**config.mk**
```make
export PLATFORM = sky130hd
export DESIGN_NAME = ppu_arbiter
export DESIGN_NICKNAME = d
export VERILOG_FILES = /design/src/rtl/ppu_arbiter.sv
export SDC_FILE = /design/constraint.sdc
export NUM_CORES = 1
export LEC_CHECK = 0
export ABC_CLOCK_PERIOD_IN_PS = 3800
export CAP_MARGIN = 5
export CORE_AREA = 2 2 162 164
export CTS_CLUSTER_SIZE = 24
export DETAILED_ROUTE_END_ITERATION = 10
export DIE_AREA = 0 0 164 166
export PLACE_DENSITY_LB_ADDON = 0.2
export SKIP_CTS_REPAIR_TIMING = 1
export SYNTH_ARGS = -nofsm -noshare
export SYNTH_HDL_FRONTEND = slang
export SYNTH_SLANG_ARGS = --single-unit
```
**constraint.sdc**
```tcl
create_clock -name clk -period 3.8 [get_ports clk]
set_clock_uncertainty 0.1 [all_clocks]
set_input_delay 0.57 -clock clk [delete_from_list [all_inputs] [get_ports clk]]
set_output_delay 0.57 -clock clk [all_outputs]
set_load 0.02 [all_outputs]
```
**src/rtl/ppu_arbiter.sv**
```systemverilog
// ppu_arbiter
//   Shares a single ppu_top among NREQ requesters. A round-robin arbiter picks
//   one requester per cycle and issues its operands to the PPU through
//   registered outputs. An in-order tag FIFO records which requester issued
//   each operation, so every PPU result can be routed back to its owner.
//
// Ports
//   clk, rst          clock (rising edge), async active-low reset
//   req_valid/ready   per-requester handshake (ready is one-hot or zero)
//   req_in1/in2/op    packed per-requester operands, requester i at [i*W +: W]
//   ppu_valid_in, ppu_in1, ppu_in2, ppu_op   registered issue to ppu_top
//   ppu_out, ppu_valid_o                     result from ppu_top
//   rsp_valid         one-hot result strobe; rsp_data is the shared result bus
//   inflight          tag FIFO occupancy
//   err_orphan        sticky flag, set by a result that arrives with no tag
module ppu_arbiter #(
  parameter int WORD         = 32,
  parameter int OP_SIZE      = 3,
  parameter int NREQ         = 4,
  parameter int MAX_INFLIGHT = 8,
  localparam int IDW         = $clog2(NREQ),
  localparam int AW          = $clog2(MAX_INFLIGHT),
  localparam int CW          = AW + 1
) (
  input  logic                    clk,
  input  logic                    rst,
  input  logic [NREQ-1:0]         req_valid,
  output logic [NREQ-1:0]         req_ready,
  input  logic [NREQ*WORD-1:0]    req_in1,
  input  logic [NREQ*WORD-1:0]    req_in2,
  input  logic [NREQ*OP_SIZE-1:0] req_op,
  output logic                    ppu_valid_in,
  output logic [WORD-1:0]         ppu_in1,
  output logic [WORD-1:0]         ppu_in2,
  output logic [OP_SIZE-1:0]      ppu_op,
  input  logic [WORD-1:0]         ppu_out,
  input  logic                    ppu_valid_o,
  output logic [NREQ-1:0]         rsp_valid,
  output logic [WORD-1:0]         rsp_data,
  output logic [CW-1:0]           inflight,
  output logic                    err_orphan
);

  logic [WORD-1:0]    in1_arr [NREQ];
  logic [WORD-1:0]    in2_arr [NREQ];
  logic [OP_SIZE-1:0] op_arr  [NREQ];

  for (genvar g = 0; g < NREQ; g++) begin : g_unpack
    assign in1_arr[g] = req_in1[g*WORD +: WORD];
    assign in2_arr[g] = req_in2[g*WORD +: WORD];
    assign op_arr[g]  = req_op[g*OP_SIZE +: OP_SIZE];
  end

  logic [IDW-1:0] ptr;
  logic [IDW-1:0] cand;
  logic           cand_found;
  logic [IDW-1:0] idx_id;
  int             idx;

  logic [IDW-1:0] tag_mem [MAX_INFLIGHT];
  logic [AW-1:0]  wr_ptr;
  logic [AW-1:0]  rd_ptr;
  logic [CW-1:0]  count;

  logic full;
  logic push;
  logic pop;

  // Search from ptr+1 upward; iterating from the farthest offset down lets the
  // nearest valid requester overwrite earlier hits and win.
  always_comb begin
    cand_found = 1'b0;
    cand       = '0;
    idx        = 0;
    idx_id     = '0;
    for (int k = NREQ; k >= 1; k--) begin
      idx    = (int'(ptr) + k) % NREQ;
      idx_id = IDW'(idx);
      if (req_valid[idx_id]) begin
        cand_found = 1'b1;
        cand       = idx_id;
      end
    end
  end

  // Grant looks only at the registered count, never at a same-cycle pop, so a
  // full FIFO blocks issue even while a result is being returned.
  assign full      = (count == CW'(MAX_INFLIGHT));
  assign req_ready = (cand_found && !full) ? (NREQ'(1) << cand) : '0;
  assign push      = cand_found && !full;
  assign pop       = ppu_valid_o && (count != '0);
  assign inflight  = count;

  always_ff @(posedge clk) begin
    if (push) tag_mem[wr_ptr] <= cand;
  end

  always_ff @(posedge clk or negedge rst) begin
    if (!rst) begin
      ptr          <= IDW'(NREQ - 1);
      wr_ptr       <= '0;
      rd_ptr       <= '0;
      count        <= '0;
      ppu_valid_in <= 1'b0;
      ppu_in1      <= '0;
      ppu_in2      <= '0;
      ppu_op       <= '0;
      rsp_valid    <= '0;
      rsp_data     <= '0;
      err_orphan   <= 1'b0;
    end else begin
      ppu_valid_in <= push;
      if (push) begin
        ptr     <= cand;
        wr_ptr  <= wr_ptr + AW'(1);
        ppu_in1 <= in1_arr[cand];
        ppu_in2 <= in2_arr[cand];
        ppu_op  <= op_arr[cand];
      end

      if (pop) begin
        rd_ptr    <= rd_ptr + AW'(1);
        rsp_valid <= NREQ'(1) << tag_mem[rd_ptr];
        rsp_data  <= ppu_out;
      end else begin
        rsp_valid <= '0;
      end

      if (ppu_valid_o && (count == '0)) err_orphan <= 1'b1;

      case ({push, pop})
        2'b10:   count <= count + CW'(1);
        2'b01:   count <= count - CW'(1);
        default: count <= count;
      endcase
    end
  end

endmodule

```
After elaboration in Yosys (flattened, before gate mapping)
Memory sizes are Yosys's and may differ from the RTL's.
Cells that the tools add are included.
W data, S select, Z words.

operators by class
  eq/ne operators = 3
  $lt $le $gt $ge = 5
  reduce and logical (&&, ||, !) cells = 7
  shift operators = 2
  multiply operators = 0
  multiplexer cells = 30
  bitwise logic cells = 1
  $add $sub $neg = 8
  divide/modulo/power cells = 0

operator list
  kind                   number
  $bmux W32 S2           2
  $mux W32               4
  $lt A2 B3 Y1 const B   4
  $mux W1                10
  $bmux W1 S2            4
  $mux W2                4
  $mux W4                2
  $pmux W4 S2            1
  $shl A1 B2 Y4 const A  2
  $add A3 B1 Y3 const B  2
  $bmux W3 S2            1
  $mux W3                2
  $add A2 B1 Y2 const B  2
  $add A2 B2 Y2 const B  2
  $add A4 B1 Y4 const B  1
  $eq A4 B4 Y1 const B   1
  $logic_not A4 Y1       1
  $reduce_bool A4 Y1     1
  $sub A4 B1 Y4 const B  1
  $ge A3 B3 Y1 const B   1
  $logic_and A1 B1 Y1    3
  $not A2 Y3             1
  $eq A2 B1 Y1 const B   1
  $eq A2 B2 Y1 const B   1
  2 further kinds        2

word-level totals
  logic and storage cells = 68
  memories kept = 1
  ROM bits = 0
  latch bits = 0
  RAM bits = 16
  flip-flop bits (word level) = 117

memories
  memory   depth  width  rd ports  clocked after memory_dff  wr ports  RTL line  source
  tag_mem  8      2      1         0                         1         60        logic [IDW-1:0] tag_mem [MAX_INFLIGHT];

Depth between registers and ports, before layout
  depth after elaboration = 11
  gate-level depth with buffers = 13

Least setup slack after synthesis
No wires, ideal clock.

  kind = reg2reg
  start = reg count[1], in the netlist inflight[1]
  end = reg count[2], in the netlist inflight[2]
  path slack = 1.020 ns
  arrival time = 2.545 ns
  stages on the path, launching flop included = 14
  data required time = 3.565 ns
  buffers on the path = 3
  cell sequence = dfrtp_1 clkbuf_1 nor4_1 nand2b_1 buf_2 inv_1 clkbuf_1 ha_1 xor2_1 ha_1 a21oi_1 xor2_1 nor2_1 xor2_1

on the way
  elaborated cells on any way between the ends = 11
  classes of those cells = add/sub (2); eq/ne (3); mux (1); reduce/logical (5)

RTL lines
  item                                               RTL line  source
  from (decl)                                        63        logic [CW-1:0] count;
  from (signal assigned)                             132       2'b10: count <= count + CW'(1);
  from (signal assigned)                             133       2'b01: count <= count - CW'(1);
  from (signal assigned)                             134       default: count <= count;
  $reduce_bool A4 Y1 *                               91        assign pop = ppu_valid_o && (count != '0);
  $logic_and A1 B1 Y1 *                              91
  named net pop                                      67        logic pop;
  $eq A2 B1 Y1 or $eq A2 B2 Y1 (tied branches)       131       case ({push, pop})
  $pmux W4 S2 or $reduce_bool A2 Y1 (tied branches)  --

Mark *: on every way through the listed nets, which the timed path passes. The rest lies on a longest branch.
A chain may end at the register's enable or synchronous reset.

Final worst setup path
  start = in req_valid[3]
  end = out req_ready[1]

on the way
  cells in the longest elaborated chain, start to end = 8
  elaborated cells on any way between the ends = 19
  classes of those cells = shift (1); mux (17); reduce/logical (1)

RTL lines
  item                           RTL line  source
  from (decl)                    27        input logic [NREQ-1:0] req_valid,
  $bmux W1 S2                    79        if (req_valid[idx_id]) begin
  $mux W1 (implied by the code)  79
  $mux W2 (3 in series)          79
  $mux W2 *                      79
  named net cand[1]              55        logic [IDW-1:0] cand;
  $shl A1 B2 Y4 *                89        assign req_ready = (cand_found && !full) ? (NREQ'(1) << cand) : '0;
  $mux W4 *                      89
  to (decl)                      28        output logic [NREQ-1:0] req_ready,

Mark *: on every way through the listed nets, which the timed path passes. The rest lies on a longest branch. The select of a mux whose other input is x is not followed.

==> impl_metrics.ini <==
[outcome]
outcome = finished clean

[global_route]
grt_pass1_wl_um = 42710
grt_pass1_vias = 7144
grt_max_degree = 74
grt_usage = 0.2069
grt_overflow_total = 0
grt_antenna_before_repair = 2

[finish]
layout.nets = 1423
syn2layout_area_growth_pct = 68.42
layout_common_cells = 418 x clkdlybuf4s50_1, 115 x dfrtp_1, 114 x nand2_1
nFillCells = 2462
final_area_um2 = 12290
final_common_cell = clkdlybuf4s50_1
drive_gt1_frac = 0.06495

[job]
maxCapViolations = 0

[drt]
routedWlPerCell_um = 19.74
num_vias = 7230
ant_nets = 0
dr.pass1.iters = 5
drc = 0
wirelength_um = 28840
first_iter_violations = 435
avgViaCountPerCell = 4.949

[sta]
finalSetupTns_ps = 0
slew_headroom = 0.2924
setup_viol = 0
fin_crit_ps = 3393
worst_slew_pin_slew_ps = 1061
period_share = 0.8929
max_freq_mhz = 294.7
drv_slew = 0
final-hold-violation-count = 0
rsz0062_at_grt = no

[clocking]
clkSinkCount = 133
clock_latency_ps = 410
cts-root-buf = clkbuf_16
cts_tree = yes
cts_buffer_depth = 2
cts_made_buffers = 17
clk_pin_slew_ps = 70
htreeDepth = 4

[floorplan]
num_rows = 59
fp.dieW_um = 164
dieArea_um2 = 27220
die_height_um = 166
ios = 420
coreArea_um2 = 25620
start_util = 0.2849

[power_and_ir_drop]
powerDensity_nw_per_um2 = 715.7
p_leak_nw = 5.183
ir_worst_vdd_mv = 0.3207

[yosys]
synth_seq_area_share = 0.4674
syn-cell-area_um2 = 7297
avgSynthCellArea_um2 = 10.05
async_flop_share = 0.8797
netlist_top_cells_area = dfrtp_1 39%, mux2i_1 9.6%, a221oi_1 7.7%
yosysTopAreaCellShare = 0.3944
synth_seq_cells = 133
synth_warnings = 0
syn_nets = 1038
synth-edff-count = 16
synth-main-ff-cell = dfrtp_1
syn_inst = 726
netlist-cell-type-count = 44
synth_top_area_cell = dfrtp_1

[place]
place_area_um2 = 11700
port_buffers = 419
gp_congestion = 0.8366
dpl.hpwl_um = 21210

[worst_setup_path]
path_class = primary input to output port
slowest_stage = clkdlybuf4s50_1
max_stage_delay_ps = 580
rr_startpoint = ptr[1]
critical_path.cell_chain = clkdlybuf4s50_1 -> nand2b_1 -> a31oi_1 -> and2_1 -> nor2_4 -> and2_1 -> clkdlybuf4s50_1
cp_max_fo = 10
crit_start = req_valid[3]
crit_arrival_ps = 2720
cp-start-kind = primary input
required_ps = 3130
endpoint_kind = output port

[worst_hold_path]
min_path_type = primary input to asynchronous set/reset pin
## kinds of logic (layout without fill, tap and decap cells)
kind of cell | Yosys count | after routing | share of synthesized area
adders and majority gates | 5 | 5 | 0.008573
AOI/OAI and AO/OA | 146 | 146 | 0.1655
buffers and inverters | 78 | 476 | 0.06087
other | 0 | 2 | 0
xor gates and xnor gates | 9 | 9 | 0.01080
DFF | 133 | 133 | 0.4674
muxes | 76 | 76 | 0.1115
and+or+nand+nor | 279 | 279 | 0.1754
## worst max-delay path: cells and delay by family
kind	cells	cell delay [ps]
compound gates	1	300
buf+inv	2	1120
simple gates	4	750
## through the flow
stage	hold WS [ps]	utilization	setup slack, ps	power [mW]	instances
5_1_grt	104.4	0.4798	215.7	9.321	1461
6_report	64.52	0.4798	407.1	8.796	1461
4_1_cts	83.12	0.4796	410.6	8.902	1459
3_3_place_gp	343.1	0.4568	417.2	7.203	1427
3_5_place_dp	350.5	0.4568	420.2	7.223	1427
2_1_floorplan	174.4	-	1020	5.199	726
## cell type report
class                           count  area (um^2)  area share
Inverter                            7        26.28    0.002138
Timing Repair Buffer              437         4377      0.3561
Clock buffer                       18        450.4     0.03665
Multi-Input combinational cell    515         3470      0.2823
Clock inverter                     14        131.4     0.01069
Tap cell                          335        419.2     0.03411
Antenna cell                        2        5.005   0.0004072
Sequential cell                   133         3411      0.2775
## per-layer routing
layer	vias up	track usage	routed length, um
met2	319	0.3473	14280
met3	38	0.05769	2326
met1	3420	0.2536	11440
met4	0	0.07246	790
met5	-	0	0
li1	3453	-	-
## sequential cells by signal, summed over array words and instances (netlist names)
signal        flops
ppu_in2          32
rd_ptr            3
inflight          4
wr_ptr            3
tag_mem          16
ppu_op            3
rsp_valid         4
ppu_in1          32
err_orphan        1
ptr               2
ppu_valid_in      1
rsp_data         32
## power by group
part / total, mW / internal [mW] / switching [mW]
Combinational: 4.68 / 2.14 / 2.53
Sequential: 2.49 / 2.09 / 0.406
Clock: 1.63 / 0.906 / 0.720
Total: 8.80 / 5.14 / 3.66
## synth_stat cells, types with 2 or more instances
library cell and number:
a221oi_2 3, ha_1 5, and2_1 2, buf_4 3, and3_1 69, a211oi_1 64
buf_12 7, nor2_1 73, inv_1 7, mux4_2 4, xor2_1 3, a211oi_2 3
buf_1 5, nand2_1 115, a21o_1 3, nand2b_1 3, edfxtp_1 16, dfrtp_1 115
mux2i_1 70, a31oi_1 2, clkbuf_1 45, a221oi_1 64, nor3b_1 2, nor4_1 3
nor4b_1 2, buf_2 9, dfstp_2 2, mux2_2 2, nor3_1 5, xnor2_1 6
## final timing paths
check | to | slack [ps] | depth (start not counted)
worst max-delay path | req_ready[1] | 410 | 7
worst min-delay path | inflight[3] | 60 | 1
worst max register to register | ppu_in2[20] | 1070 | 6
worst min register to register | err_orphan | 370 | 1
max in group asynchronous | ppu_in2[22] | 2670 | 2
min in group clk | err_orphan | 370 | 1
Power figures use the tool's default switching activity.
==> edit (same flow settings) <==
Reset style: synchronous (`rst`), changed in one clocked block. Comments in the files are not updated.
--- a/src/rtl/ppu_arbiter.sv
+++ b/src/rtl/ppu_arbiter.sv
@@ -95,7 +95,7 @@
     if (push) tag_mem[wr_ptr] <= cand;
   end
 
-  always_ff @(posedge clk or negedge rst) begin
+  always_ff @(posedge clk) begin
     if (!rst) begin
       ptr          <= IDW'(NREQ - 1);
       wr_ptr       <= '0;
Formal check against the unedited RTL: differs if rst is asserted again (counterexample within 4 cycles, from zero or initial values and one cycle with rst low); with rst held inactive, the same outputs for 4 cycles.
==> edit against the original RTL <==
Non-clock buffer count up 1; sequential cell count increased by 3; worst setup slack got worse by 0.072 ns; routed wire length shrank 2.1%; design area up 4.4%; area after synthesis is 9.0% higher; maximum frequency shrank 2.1%; power fell by 32%; die area is the same; largest cell class is now multi-input gates.
==> edit: results (changes against the original RTL) <==
metric;value;unit;change
status;finished clean;;unchanged
layout cell share with drive strength beyond 1;11.1;%;was 6.49%
Worst Hold Class;register to register;;was input pin to asynchronous set/reset pin
CTS Buf Count;17;;unchanged
initial drt markers;280;;was 435
number of global-route vias before repair;7516;;was 7,144
Max rail drop VDD;0.248;mV;was 0.321 mV
Ys Warns;0;;unchanged
Post-synth EDFFs;16;;unchanged
global-route wire length before repair;42800;um;was 42,700 um
final WL;28200;um;was 28,800 um
Clock Latency Late Sink;0.41;ns;about the same
Nets;1450;;was 1,423
register area share after synthesis;36.2;%;was 46.7%
Crit-path slowest cell;clkdlybuf4s50_1;;unchanged
Final HPWL DP;20200;um;was 21,200 um
initial antenna violation count;3;;was 2
Max stage delay on crit path;0.71;ns;was 0.58 ns
Comb pwr share;41.0;%;was 53.2%
first-pass iteration count of the detailed router;4;;was 5
Fillers;2402;;was 2,462
pre-CTS WS;0.350;ns;was 0.420 ns
Mapped Nets;1075;;was 1,038
NetSw;2.16;mW;was 3.66 mW
Top Registers;ppu_in1 (32), ppu_in2 (32), rsp_data (32);;unchanged
routed vias/inst;4.97;;was 4.95
crit path max fanout;5;;was 10
P_clk;1.63;mW;about the same
largest net degree at the start of global routing;83;;was 74
Synth top cells by count;dfxtp_1 (120), and3_1 (82), nand2_1 (76);;was dfrtp_1 (115), nand2_1 (115), nor2_1 (73)
gr usage total;20.2;%;was 20.7%
Root Buffer;clkbuf_16;;unchanged
total negative setup slack;0;ns;unchanged
Slew @ Worst Pin;0.966;ns;was 1.06 ns
H-Tree Depth;4;;unchanged
top cells by area, synth;dfxtp_1 (30%), a2111oi_4 (13%), mux2i_1 (7.0%);;was dfrtp_1 (39%), mux2i_1 (9.6%), a221oi_1 (7.7%)
CTS clk-pin slew, worst paths;0.07;ns;about the same
Top delay family on crit path;buffers and inverters;;unchanged
routability cong.;0.801;;was 0.837
Synth async-reset ratio;0;%;was 88.0%
distinct cell type count after synthesis;51;;was 44
Pleak;4.53;nW;was 5.18 nW
Max Root-Sink Buffers;2;;unchanged
Buffers on Ports;419;;unchanged
Worst EP arrival;2.80;ns;was 2.72 ns
==> edit: routing by layer <==
layer  vias to the layer above  share of wire (%)  GRT usage (%)
met4                         0                1.8           5.84
met2                       268                 49           34.5
met5                         -                  0              0
met3                        27                7.8           6.44
met1                      3467                 41           24.2
li1                       3642                  -              -
==> edit: layout make-up <==
class,instances,area (sq um),share of cell area (%)
diodes,3,7.51,0.0585
clock buffers,17,425,3.32
clock inverters,15,149,1.16
inverters,6,45.0,0.351
multi-input cells,539,4520,35.3
flip-flops and latches,136,2880,22.5
well taps,335,419,3.27
repair buffers,438,4370,34.1
==> edit: logic make-up after synthesis <==
logic type / after synthesis / share of synthesized area (%)
and+or+nand+nor: 266 / 17.3
AOI/OAI and AO/OA: 201 / 29.2
DFF: 136 / 36.2
buffers and inverters: 88 / 7.50
muxes: 60 / 8.18
xor gates and xnor gates: 7 / 0.771
adders and majority gates: 5 / 0.786
==> edit: final timing paths <==
| check | startpoint | endpoint | slack (ns) | cells after the start |
|---|---|---|---|---|
| hold / removal | rsp_data[8] | rsp_data[8] | 0.36 | 2 |
| setup / recovery | req_valid[1] | req_ready[3] | 0.33 | 6 |
| hold reg to reg | rsp_data[8] | rsp_data[8] | 0.36 | 2 |
| setup reg to reg | ptr[1] | ppu_op[0] | 1.19 | 8 |
==> edit: metrics by stage <==
stage | cells | power [mW] | area, sq um
5_1_grt | 1488 | 6.27 | 12800
2_1_floorplan | 763 | 3.37 | 7960
6_report | 1489 | 5.94 | 12800
3_5_place_dp | 1454 | 4.38 | 12200
4_1_cts | 1486 | 6.03 | 12800
3_3_place_gp | 1454 | 4.36 | 12200
==> edit: worst min-delay path, cell delays in order, from the launching register on <==
cell and delay [ns]:
dfxtp_1 0.31, nand2_1 0.04, a21boi_0 0.06
